--- config.mk ---
export PLATFORM = sky130hd
export DESIGN_NAME = reg_bank_mux
export DESIGN_NICKNAME = d
export VERILOG_FILES = /design/src/rtl/reg_bank_mux.sv
export SDC_FILE = /design/constraint.sdc
export NUM_CORES = 1
export LEC_CHECK = 0
export CORE_ASPECT_RATIO = 0.9
export CORE_MARGIN = 4
export CORE_UTILIZATION = 55
export CTS_BUF_LIST = sky130_fd_sc_hd__clkbuf_16
export CTS_CLUSTER_SIZE = 8
export DETAILED_ROUTE_END_ITERATION = 16
export HOLD_SLACK_MARGIN = 0.08
export MAX_ROUTING_LAYER = met4
export PLACE_DENSITY_LB_ADDON = 0.08
export SYNTH_ARGS = -nofsm -noshare
export SYNTH_HDL_FRONTEND = slang
export SYNTH_SLANG_ARGS = --single-unit
--- constraint.sdc ---
create_clock -name clk -period 8.88 [get_ports clk]
set_input_delay 1.332 -clock clk [delete_from_list [all_inputs] [get_ports clk]]
set_output_delay 1.332 -clock clk [all_outputs]
set_load 0.02 [all_outputs]
--- src/rtl/reg_bank_mux.sv ---
// Register bank with one synchronous write port and two independent registered read ports.
// Same-cycle write-to-read bypass, optional hard-wired zero register, out-of-range reads return 0.
module reg_bank_mux #(
  parameter int WIDTH = 16,
  parameter int DEPTH = 16,
  parameter bit R0_ZERO = 1'b0,
  localparam int AW = (DEPTH > 1) ? $clog2(DEPTH) : 1
) (
  input  logic             clk,
  input  logic             reset,
  input  logic             wr_en,
  input  logic [AW-1:0]    wr_addr,
  input  logic [WIDTH-1:0] wr_data,
  input  logic             rd_en_a,
  input  logic [AW-1:0]    rd_addr_a,
  output logic [WIDTH-1:0] rd_data_a,
  output logic             rd_valid_a,
  input  logic             rd_en_b,
  input  logic [AW-1:0]    rd_addr_b,
  output logic [WIDTH-1:0] rd_data_b,
  output logic             rd_valid_b
);

  logic [WIDTH-1:0] regs [DEPTH];
  logic             wr_ok;
  logic [WIDTH-1:0] sel_a;
  logic [WIDTH-1:0] sel_b;

  // Non-power-of-two depths leave part of the address space unbacked.
  function automatic logic addr_ok(input logic [AW-1:0] a);
    return int'(a) < DEPTH;
  endfunction

  assign wr_ok = wr_en && addr_ok(wr_addr) && !(R0_ZERO && (wr_addr == '0));

  // Bypass only from a write that will actually land, so a dropped write never leaks through.
  always_comb begin
    sel_a = '0;
    if (!addr_ok(rd_addr_a) || (R0_ZERO && (rd_addr_a == '0))) begin
      sel_a = '0;
    end else if (wr_ok && (wr_addr == rd_addr_a)) begin
      sel_a = wr_data;
    end else begin
      sel_a = regs[rd_addr_a];
    end
  end

  always_comb begin
    sel_b = '0;
    if (!addr_ok(rd_addr_b) || (R0_ZERO && (rd_addr_b == '0))) begin
      sel_b = '0;
    end else if (wr_ok && (wr_addr == rd_addr_b)) begin
      sel_b = wr_data;
    end else begin
      sel_b = regs[rd_addr_b];
    end
  end

  always_ff @(posedge clk or posedge reset) begin
    if (reset) begin
      for (int i = 0; i < DEPTH; i++) begin
        regs[i] <= '0;
      end
    end else if (wr_ok) begin
      regs[wr_addr] <= wr_data;
    end
  end

  // Read data holds its last value while a port is idle.
  always_ff @(posedge clk or posedge reset) begin
    if (reset) begin
      rd_data_a  <= '0;
      rd_valid_a <= 1'b0;
      rd_data_b  <= '0;
      rd_valid_b <= 1'b0;
    end else begin
      rd_valid_a <= rd_en_a;
      rd_valid_b <= rd_en_b;
      if (rd_en_a) begin
        rd_data_a <= sel_a;
      end
      if (rd_en_b) begin
        rd_data_b <= sel_b;
      end
    end
  end

endmodule

== Word level (Yosys, flattened, before mapping) ==
Cells that the tools add are included.
Storage, ports and cells
  bits in registers: 290
  output and inout bits: 34
  logic and storage cells: 43
Operators by class
  $lt $le $gt $ge: 4
  equal/unequal tests: 2
  multiplexer cells: 11
  bitwise operators: 3
  reduce and logical (&&, ||, !) cells: 3
Operator list (count)
  $bwmux 256: 1
  $bmux 16 s4: 2
  $mux 16: 7
  $demux 16 s4: 1
  $ge 5x5->1 const B: 3
  $not 4->5: 3
  $eq 4x4->1: 2
  $lt 5x1->1 const B: 1
  $logic_and 1x1->1: 3

== Logic depth before layout (Yosys ltp) ==
Gate-level depths: netlist of the first run.
  depth after elaboration: 6
  mapped depth: 7

== Worst setup path after synthesis of the first run ==
No wires, ideal clock.
  path type: input -> register
  start point: input rd_addr_a[1]
  end point: register rd_data_a[13]
  data arrival time: 2538 ps
  data required time: 8743 ps
  setup slack: 6205 ps
  stages: 7
  path through: buf_2 -> buf_6 -> buf_2 -> mux4_2 -> mux2_2 -> nand2_1 -> a31oi_1
On the way
  cells in the longest elaborated chain, start to end: 5
  elaborated cells between the ends (all ways): 7
  those cells by class: eq/ne: 1; mux: 4; bitwise: 1; reduce/logical: 1
RTL lines
  start, declared: line 15  | input logic [AW-1:0] rd_addr_a,
  $not 4->5 (implied by the code): line 44  | sel_a = regs[rd_addr_a];
  $bmux 16 s4: line 44
  $mux 16 (implied by the code) (2 in a row): line 44
  $mux 16 *: line 41  | end else if (wr_ok && (wr_addr == rd_addr_a)) begin
  end signal, assigned: line 80  | rd_data_a <= sel_a;
  end, declared: line 16  | output logic [WIDTH-1:0] rd_data_a,
Every way passes the cells marked *; elsewhere a longest branch is shown, timed or not. The select of a mux whose other input is x is not followed.
A chain may end at the register's enable or synchronous reset.

== Worst setup path in the final report of the first run ==
  start point: input rd_addr_a[1]
  end point: register rd_data_a[10]
Same word-level chain as after synthesis.

==> results of run 1 <==
==> worst max-delay path by stage <==
stage | end | start | depth (start not counted) | slack, ns
2_1_floorplan | rd_data_a[0]$_DFFE_PP0P_ | reset | 1 | 3.70
3_3_place_gp | rd_data_a[15]$_DFFE_PP0P_ | rd_addr_a[1] | 7 | 4.84
3_5_place_dp | rd_data_a[10]$_DFFE_PP0P_ | rd_addr_a[1] | 7 | 4.79
4_1_cts | rd_data_a[10]$_DFFE_PP0P_ | rd_addr_a[1] | 7 | 5.35
5_1_grt | rd_data_a[10]$_DFFE_PP0P_ | rd_addr_a[1] | 7 | 5.23
6_report | rd_data_a[10]$_DFFE_PP0P_ | rd_addr_a[1] | 7 | 5.32
==> synth_stat cells (2+ instances only) <==
cell type / instances
mux2i_1: 64
a221oi_1: 32
xor2_1: 6
a21boi_2: 2
a31oi_1: 32
buf_4: 9
nor2_2: 9
and2_1: 2
nand3b_1: 2
or3_1: 2
nor2_1: 35
a41o_1: 32
inv_1: 19
buf_6: 21
mux4_4: 4
xnor2_1: 2
nand2b_1: 5
o21ai_0: 128
clkbuf_1: 48
buf_2: 34
nor2b_1: 3
mux4_2: 65
mux2_2: 192
mux4_1: 27
dfrtp_1: 290
nand2_1: 130
==> cells by family (layout without fill, tap and decap cells) <==
logic type             count (synthesis)  after routing  synth area share, %
multiplexers                         352            352                 32.9
flip-flops                           290            290                 47.1
AO/OA/AOI/OAI                        226            226                 9.49
AND/OR/NAND/NOR                      192            192                 5.22
buffers and inverters                134            160                 4.87
XOR/XNOR                               8              8                0.454
==> registers in the layout, indices dropped and copies added (netlist names) <==
name	cells
rd_valid_b	1
rd_valid_a	1
rd_data_b	16
regs	256
rd_data_a	16
==> placed cells by master (no fill, tap or decap), types with 6 or more instances in the layout <==
cell / netlist / final
mux4_2: 65 / 65
nor2_1: 35 / 33
dfrtp_1: 290 / 290
buf_4: 9 / 32
mux2_2: 192 / 192
clkbuf_16: 0 / 43
o21ai_0: 128 / 128
mux2i_1: 64 / 64
xor2_1: 6 / 6
a31oi_1: 32 / 32
nand2_1: 130 / 130
nor2_2: 9 / 8
mux4_1: 27 / 27
clkdlybuf4s50_1: 0 / 62
inv_1: 19 / 18
a221oi_1: 32 / 32
a41o_1: 32 / 32
==> final cells by class <==
cell class,count,share of cell area [%]
Sequential cell,290,42.2
Inverter,19,0.437
Clock buffer,43,6.26
Clock inverter,2,0.102
Timing Repair Buffer,96,5.07
Multi-Input combinational cell,778,43.3
Tap cell,354,2.58
==> per-layer routing <==
metal  vias up  part of all wire (%)  GRT usage, %
li1       4546                     -             -
met3        98                   6.2          5.82
met1      5392                    43          41.0
met2       334                    47          45.7
met5         -                     0             -
met4         0                   3.3          9.32
==> stage by stage <==
stage,power (µW),cells
after global routing,4310,1582
after global placement,2680,1537
after floorplan,2440,1202
after detailed placement,2720,1537
after CTS,4130,1582
final,4110,1582
==> critical path: cells and delay by family <==
| kind | cells | cell delay (ns) |
|---|---|---|
| buf+inv | 3 | 1.07 |
| simple gates | 1 | 0.83 |
| compound gates | 2 | 0.50 |
| xor+xnor | 1 | 0.21 |
==> power by group through the flow <==
stage | sequential, µW | combinational, µW | clock [µW]
after floorplan | 1800 | 647 | 0
after global placement | 1820 | 859 | 0
after detailed placement | 1840 | 880 | 0
after CTS | 1820 | 884 | 1420
after global routing | 1860 | 960 | 1490
final | 1830 | 880 | 1400
==> results.md, run 1 <==
- Final hold vios: 0
- # DRC: 0
- Most frequent CP cell: buf_4
- Util after Layout: 62.9%
- Drt pass-1 iters: 5
- YS warnings: 0
- Number of synthesized flops with an enable pin: 0
- Hold WC Path Type: reg -> reg
- Die Span Y: 167 µm
- Final setup vio count: 0
- Sequential share of power: 44.5%
- Routed WL: 43,900 µm
- Worst-Margin Slew: 1.24 ns
- Hold Path Sink: regs[181]$_DFFE_PP0P_
- Vias per Instance: 6.55
- Net Switching: 1150 µW
- Drt initial violations: 903
- Mapped Cells: 1,202
- Post-CTS Setup Repair Bufs: 0
- Layout area overhead: 11.4%
- N_diodes: 0
- Area post-placement: 16,100 µm²
- Layout Skew: 0.0139 ns
- Syn Nets: 1,235
- Power share of the clock group: 34.1%
- Hold path cells: 2
- H-tree Lvls: 2
- Pre-CTS setup slack: 4.79 ns
- Die Span X: 185 µm
- P_int: 2950 µW
- Port bufs: 66
- Sequential Area: 7260 µm²
- First-pass GRT wire length: 67,600 µm
- Max clock buf depth: 3
- Seq/Total Area, Yosys: 47.1%
- Clk Tree Root Cell: clkbuf_16
- Final net count: 1,260
- Mapped Area: 15,400 µm²
- Largest net degree at the start of global routing: 79
- Die area: 30,800 µm²
- Primary FF master, synth: dfrtp_1
- Hold Startpoint: regs[181]$_DFFE_PP0P_
- Post-synth top area share: 47.1%
- CTS hold repair buffers: 0
- CP peak stage delay: 0.83 ns
- Final cell area excluding filler cells: 17,200 µm²
- Final hold slack: 0.488 ns
- Remaining Overflow, GRT: 0
- Fin crit share: 40.0%
- Asr flop ratio synth: 100%
- Share of layout cells above drive strength 1: 29.3%
- R2r endpoint: rd_data_b[7]$_DFFE_PP0P_
- Peak supply drop: 0.178 mV
- Clock Pin Slew Worst Setup and Hold Paths: 0.05 ns
- R2R setup slack: 7.35 ns
- FP Rows: 57
- CP max-delay cell: nor3_4
- I/O pin count: 67
- Dpl hpwl: 26,200 µm
- CP max FO: 51
- CTS tree: built
- Skew-Pair Late Insertion Delay: 0.53 ns
- RSZ-0062 raised after global routing: no
- Leak Pwr: 0.00753 µW
- Global Route Usage Sum: 29.9%
- Clk sinks: 290
- Starting density of the core: 56.5%
- Flops & latches, synth: 290
- Top post-synthesis cells by area: dfrtp_1 (47%), mux2_2 (14%), mux4_2 (9.5%)
- Cell Chain, Critical Path: buf_2 > buf_4 > xor2_1 > nor3_4 > a21boi_2 > buf_4 > a31oi_1
- Outcome: finished, final reports clean
- Slew Limit Fails: 0
- Post-route setup slack: 5.32 ns
- Syn Area/Cell: 12.8 µm²
- Combinational group share of total power: 21.4%
- # resized after CTS: 0
- R2R depth: 3
- Worst setup SP type: primary input
- Layout fillers: 2,137
- Max-cap viol count: 0
- Fin Setup TNS: 0 ns
- Antenna-violating nets left: 0
- Worst EP required: 9.32 ns
- Slew margin rel.: 17.3%
- Max frequency: 281 MHz
- Pwr dens: 239 nW/µm²
- Worst Path Class, Setup: in -> reg
- Multi-input combinational cell area: 7440 µm²
- Switch share: 28.1%
- Critical Path End Type: flop
- GP Congestion: 0.821
- CTS buffer count: 42
- Via count: 10.4k
- Antenna violations before repair: 0
- Post-layout min period: 3.56 ns
- Worst Path Arrival: 4.00 ns
- Number of global-route vias before repair: 10.8k
- Synth area leader: dfrtp_1
- Routed length per placed instance: 27.8 µm
- Cell variety after synth: 33
- Core area: 27,300 µm²
- R2R Path Start: regs[231]$_DFFE_PP0P_
(Power assumes the default switching activity.)
==> run 2, diff against run 1 <==
Clock period 8.88 ns to 2.9 ns, I/O delays scaled along.
==> run 2 against run 1 <==
- non-clock buffer count increased by 41
- sequential power increased to 3.0 times the previous value
- register-to-register slack worse by 6.0 ns
- power grew to 3.1 times the previous value
- clock power rose to 3.0 times the previous value
- core utilization grew 1.4 points
- die area unchanged
- wire length shrank 3.1%
- setup slack worse by 4.5 ns
- final area increased by 2.3%
- count of clock-buffer cells in the layout stayed put
- sequential cell count did not move
==> results.md, run 2 (synthesis gave the netlist of run 1 again) <==
- R2r endpoint: rd_data_a[7]$_DFFE_PP0P_
- Global Route Usage Sum: 28.9%
- Final net count: 1,301
- Outcome: finished, final reports clean
- Most frequent cells in the layout: dfrtp_1 (290), mux2_2 (192), nand2_1 (130)
- Drt initial violations: 714
- Die Span X: 185 µm
- CP max FO: 9
- # DRC: 0
- Layout Skew: 0.0120 ns
- Antenna-violating nets left: 0
- Leak Pwr: 0.00777 µW
- R2R Path Start: regs[39]$_DFFE_PP0P_
- Fin crit share: 72.5%
- CP peak stage delay: 0.82 ns
- Slew Limit Fails: 0
- Drt pass-1 iters: 5
- Max-cap viol count: 0
- Die Span Y: 167 µm
- Hold WC Path Type: in -> async
- Clk Tree Root Cell: clkbuf_16
- R2R setup slack: 1.34 ns
- Pwr dens: 718 nW/µm²
- Vias per Instance: 6.51
- Post-CTS Setup Repair Bufs: 0
- DP Cell Count: 1,578
- RSZ-0062 raised after global routing: no
- Worst setup SP type: primary input
- Skew-Pair Late Insertion Delay: 0.51 ns
- CP max-delay cell: nor2b_1
- Worst EP required: 3.24 ns
- Slew margin rel.: 28.1%
- Worst Path Class, Setup: in -> reg
- Antenna violations before repair: 0
- Peak supply drop: 0.624 mV
- Critical Path End Type: flop
- GP Congestion: 0.861
- Share of layout cells above drive strength 1: 31.2%
- I/O pin count: 67
- Largest regs: regs: 256 flops, rd_data_a: 16 flops, rd_data_b: 16 flops
- R2R depth: 4
- Remaining Overflow, GRT: 0
- Routed length per placed instance: 26.2 µm
- # resized after CTS: 0
- Die area: 30,800 µm²
- Final hold vios: 0
- Pre-CTS setup slack: 0.340 ns
- Cell family with most CP delay: buffers and inverters
- Top reg by flops: regs
- Commonest non-fill, non-tap cell in the layout: dfrtp_1
- CTS tree: built
- Port bufs: 66
- FP Rows: 57
- H-tree Lvls: 2
- Layout Cells excl Fill: 1,623
- Worst-Margin Slew: 1.07 ns
- PnR Total Power: 12,600 µW
- Bufs and invs on worst path: 2
- Clock Pin Slew Worst Setup and Hold Paths: 0.05 ns
- CTS buffer count: 42
- Routed WL: 42,500 µm
- Number of global-route vias before repair: 10.9k
- Via count: 10.6k
- Final hold slack: 0.284 ns
- Worst Path Arrival: 2.44 ns
- Clk sinks: 290
- Starting density of the core: 56.5%
- Final setup vio count: 0
- Cell Chain, Critical Path: clkdlybuf4s50_1 > nor2b_1 > buf_4 > a221oi_1 > o21ai_0 > a31oi_1
- Util after Layout: 64.3%
- Layout area overhead: 14.0%
- Largest net degree at the start of global routing: 70
- N_diodes: 0
- CTS hold repair buffers: 0
- Dpl hpwl: 28,100 µm
- Core area: 27,300 µm²
- Max clock buf depth: 3
- Largest register FFs: 256
- Post-layout min period: 2.10 ns
- First-pass GRT wire length: 66,500 µm
- Max frequency: 476 MHz
- Post-route setup slack: 0.798 ns
==> run 2: layout make-up <==
class                           instances  area (µm²)
Fill cell                            2113        9740
Multi-Input combinational cell        778        7420
Sequential cell                       290        7260
Timing Repair Buffer                  137        1290
Clock buffer                           43        1080
Tap cell                              354         443
Inverter                               19        75.1
Clock inverter                          2        17.5
==> run 2: per-stage QoR <==
step / setup TNS [ns] / area, µm²
after floorplan: -400.83 / 15400
after global placement: 0 / 16500
after detailed placement: 0 / 16500
after CTS: 0 / 17600
after global routing: 0 / 17600
final: 0 / 17600
==> run 2: worst max-delay path by stage <==
stage,endpoint,cells past startpoint,start
after CTS,rd_data_a[12],1,rd_data_a[12]$_DFFE_PP0P_
final,rd_data_a[8]$_DFFE_PP0P_,6,rd_addr_a[0]
after global routing,rd_data_a[2]$_DFFE_PP0P_,5,rd_addr_a[0]
after global placement,rd_data_a[4]$_DFFE_PP0P_,5,rd_addr_a[0]
after detailed placement,rd_data_a[8]$_DFFE_PP0P_,6,rd_addr_a[0]
after floorplan,rd_data_a[0]$_DFFE_PP0P_,1,reset
==> run 2: power breakdown <==
| part | internal [µW] | switching [µW] |
|---|---|---|
| logic | 1570 | 1210 |
| registers | 4930 | 650 |
| clock network | 2590 | 1660 |
==> run 2: per-layer routing <==
layer / share of wire (%) / GRT usage [%] / vias up / routed length (µm)
li1: - / - / 4625 / -
met1: 44 / 40.5 / 5527 / 18800
met2: 48 / 44.5 / 335 / 20400
met3: 4.9 / 4.36 / 83 / 2100
met4: 2.8 / 8.49 / 0 / 1200
met5: 0 / - / - / 0
==> RTL edit: new RTL, config.mk and constraints of run 2 <==
The parameter `R0_ZERO` goes from 1'b0 to 1'b1.
--- a/src/rtl/reg_bank_mux.sv
+++ b/src/rtl/reg_bank_mux.sv
@@ -3,7 +3,7 @@
 module reg_bank_mux #(
   parameter int WIDTH = 16,
   parameter int DEPTH = 16,
-  parameter bit R0_ZERO = 1'b0,
+  parameter bit R0_ZERO = 1'b1,
   localparam int AW = (DEPTH > 1) ? $clog2(DEPTH) : 1
 ) (
   input  logic             clk,
Function: changed (Yosys sat finds a counterexample within 4 cycles, from zero or initial values and one cycle with reset high).
==> RTL edit against run 2 <==
  * Critical endpoint is now rd_data_b[12]
  * Area after synthesis is 0.19% lower
  * Die area fell by 0.18%
  * Register-to-register slack worse by 0.48 ns
  * Setup slack got worse by 0.18 ns
  * Power up 1.9%
  * Routed wire length grew 2.7%
  * Design area rose by 0.72%
  * Critical path depth grew 1
  * Largest cell class unchanged
  * Clock skew up 0.0074 ns
  * Hold slack worse by 0.0032 ns
  * Sequential cell count unchanged
==> RTL edit: results (changes against run 2) <==
Place
The half-perimeter wire length of the detailed placement result is 29.35 mm (was 28.11 mm). The cell count after placement is 1,534 (was 1,578). The placer congestion estimate is 0.8698 (was 0.8607).

Finish
The multi-input combinational cell count is 706 (was 778). The clock network area share is 0.06205 (was 0.06221). The non-clock buffer share of cell area is 0.08071 (was 0.07346). The total number of nets in the final design was 1,257 (was 1,301). The multi-input logic area is 0.007345 mm2 (was 0.007417 mm2).

The total of fill cells in the finished design is 2,069 (was 2,113). The inverter count of the layout excluding clock inverters was 34 (was 19). The number of non-clock buffers is 150 (was 137).

Worst setup path
The largest fanout of any net on the critical path is 6 (was 9). The maximum single-stage delay on the critical path is 0.64 ns (was 0.82 ns). The reg-to-reg setup timing slack is 0.86 ns (was 1.34 ns).

Synth
The share of synthesized area occupied by flip-flops and latches is 0.4715 (was 0.4706). The number of nets in the synthesized netlist is 1,186 (was 1,235). The post-synthesis xor/xnor area fraction is 0.004552 (was 0.004543).

The compound-cell area share of the yosys netlist was 0.07397 (was 0.09492). Top post-synthesis cells by area: sky130_fd_sc_hd__dfrtp_1, sky130_fd_sc_hd__mux2_2, sky130_fd_sc_hd__mux4_2 (unchanged). The post-synthesis mux area share was 0.3542 (was 0.3291).

Global route
The maximum number of pins on one net before global-route repair was 83 (was 70). The all-layer global routing usage is 0.2994 (was 0.2895). The number of global-route vias before repair is 11,030 (was 10,880).

Route
The number of DRC markers after the initial detailed-route iteration is 1,032 (was 714). The routed wire length came to 43.71 mm (was 42.55 mm).

STA
The worst clock skew on the final layout is 0.01938 ns (was 0.01202 ns). The worst max-slew margin expressed relative to the limit came to 0.4473 (was 0.2813).

Pwr
The peak ir drop on the vdd network came to 0.5659 mV (was 0.6243 mV). The static leakage is 0.007620 uW (was 0.007765 uW).

Clock tree
The worst-skew pair later-pin latency is 0.54 ns (was 0.51 ns).

Status
Status: completed (unchanged).
RTL edit: cell count changes in the layout (fill, tap and decap cells not counted), sizes merged, moves of 32 or more:
| cell | delta |
|---|---|
| and3 | +32 |
| mux4 | -32 |
| nand2 | -95 |
| a221oi | -32 |
| a41o | -32 |
| o21ai | -126 |
| mux2 | +50 |
| a31oi | -32 |
| mux2i | +64 |
| o22ai | +66 |
RTL edit: power groups by stage:
stage          sequential (uW)  clock (uW)  combinational, uW
2_1_floorplan             5550           0               2000
3_3_place_gp              5590           0               2910
3_5_place_dp              5640           0               2970
4_1_cts                   5590        4340               2980
5_1_grt                   5720        4530               3210
6_report                  5610        4270               2980
RTL edit: cell families (layout without fill, tap and decap cells):
kind of cell,after synthesis,after routing
xor+xnor,8,8
simple gates,133,133
mux,434,434
buf+inv,157,230
flops,290,290
compound gates,131,131
RTL edit: per-stage QoR:
step                worst slack, ns  power, uW  area (um2)  TNS (ns)  hold WS, ns
finish                       0.6218      12860       17700         0       0.2806
global placement             0.2512       8503       16600         0       0.3849
detailed placement           0.2628       8604       16600         0       0.3876
CTS                          0.8061      12910       17700         0       0.2849
global route                 0.6823      13460       17700         0       0.2970
floorplan                    -1.382       7556       15400   -400.83       0.4488
RTL edit: per-layer routing:
layer | track usage | up-vias | routed length [um]
met5 | - | - | 0
met4 | 0.06686 | 0 | 837
met3 | 0.06063 | 77 | 3657
met2 | 0.4150 | 409 | 19060
met1 | 0.4595 | 5483 | 20160
li1 | - | 4450 | -
RTL edit: worst paths after layout:
path	startpoint	to	cells after the start
setup / recovery	rd_addr_b[3]	rd_data_b[12]	7
hold / removal	reset	regs[195]	2
setup reg to reg	regs[12]	rd_data_b[12]	4
hold reg to reg	regs[252]	regs[252]	0
max in group asynchronous	reset	regs[52]	3
min in group clk	regs[252]	regs[252]	0
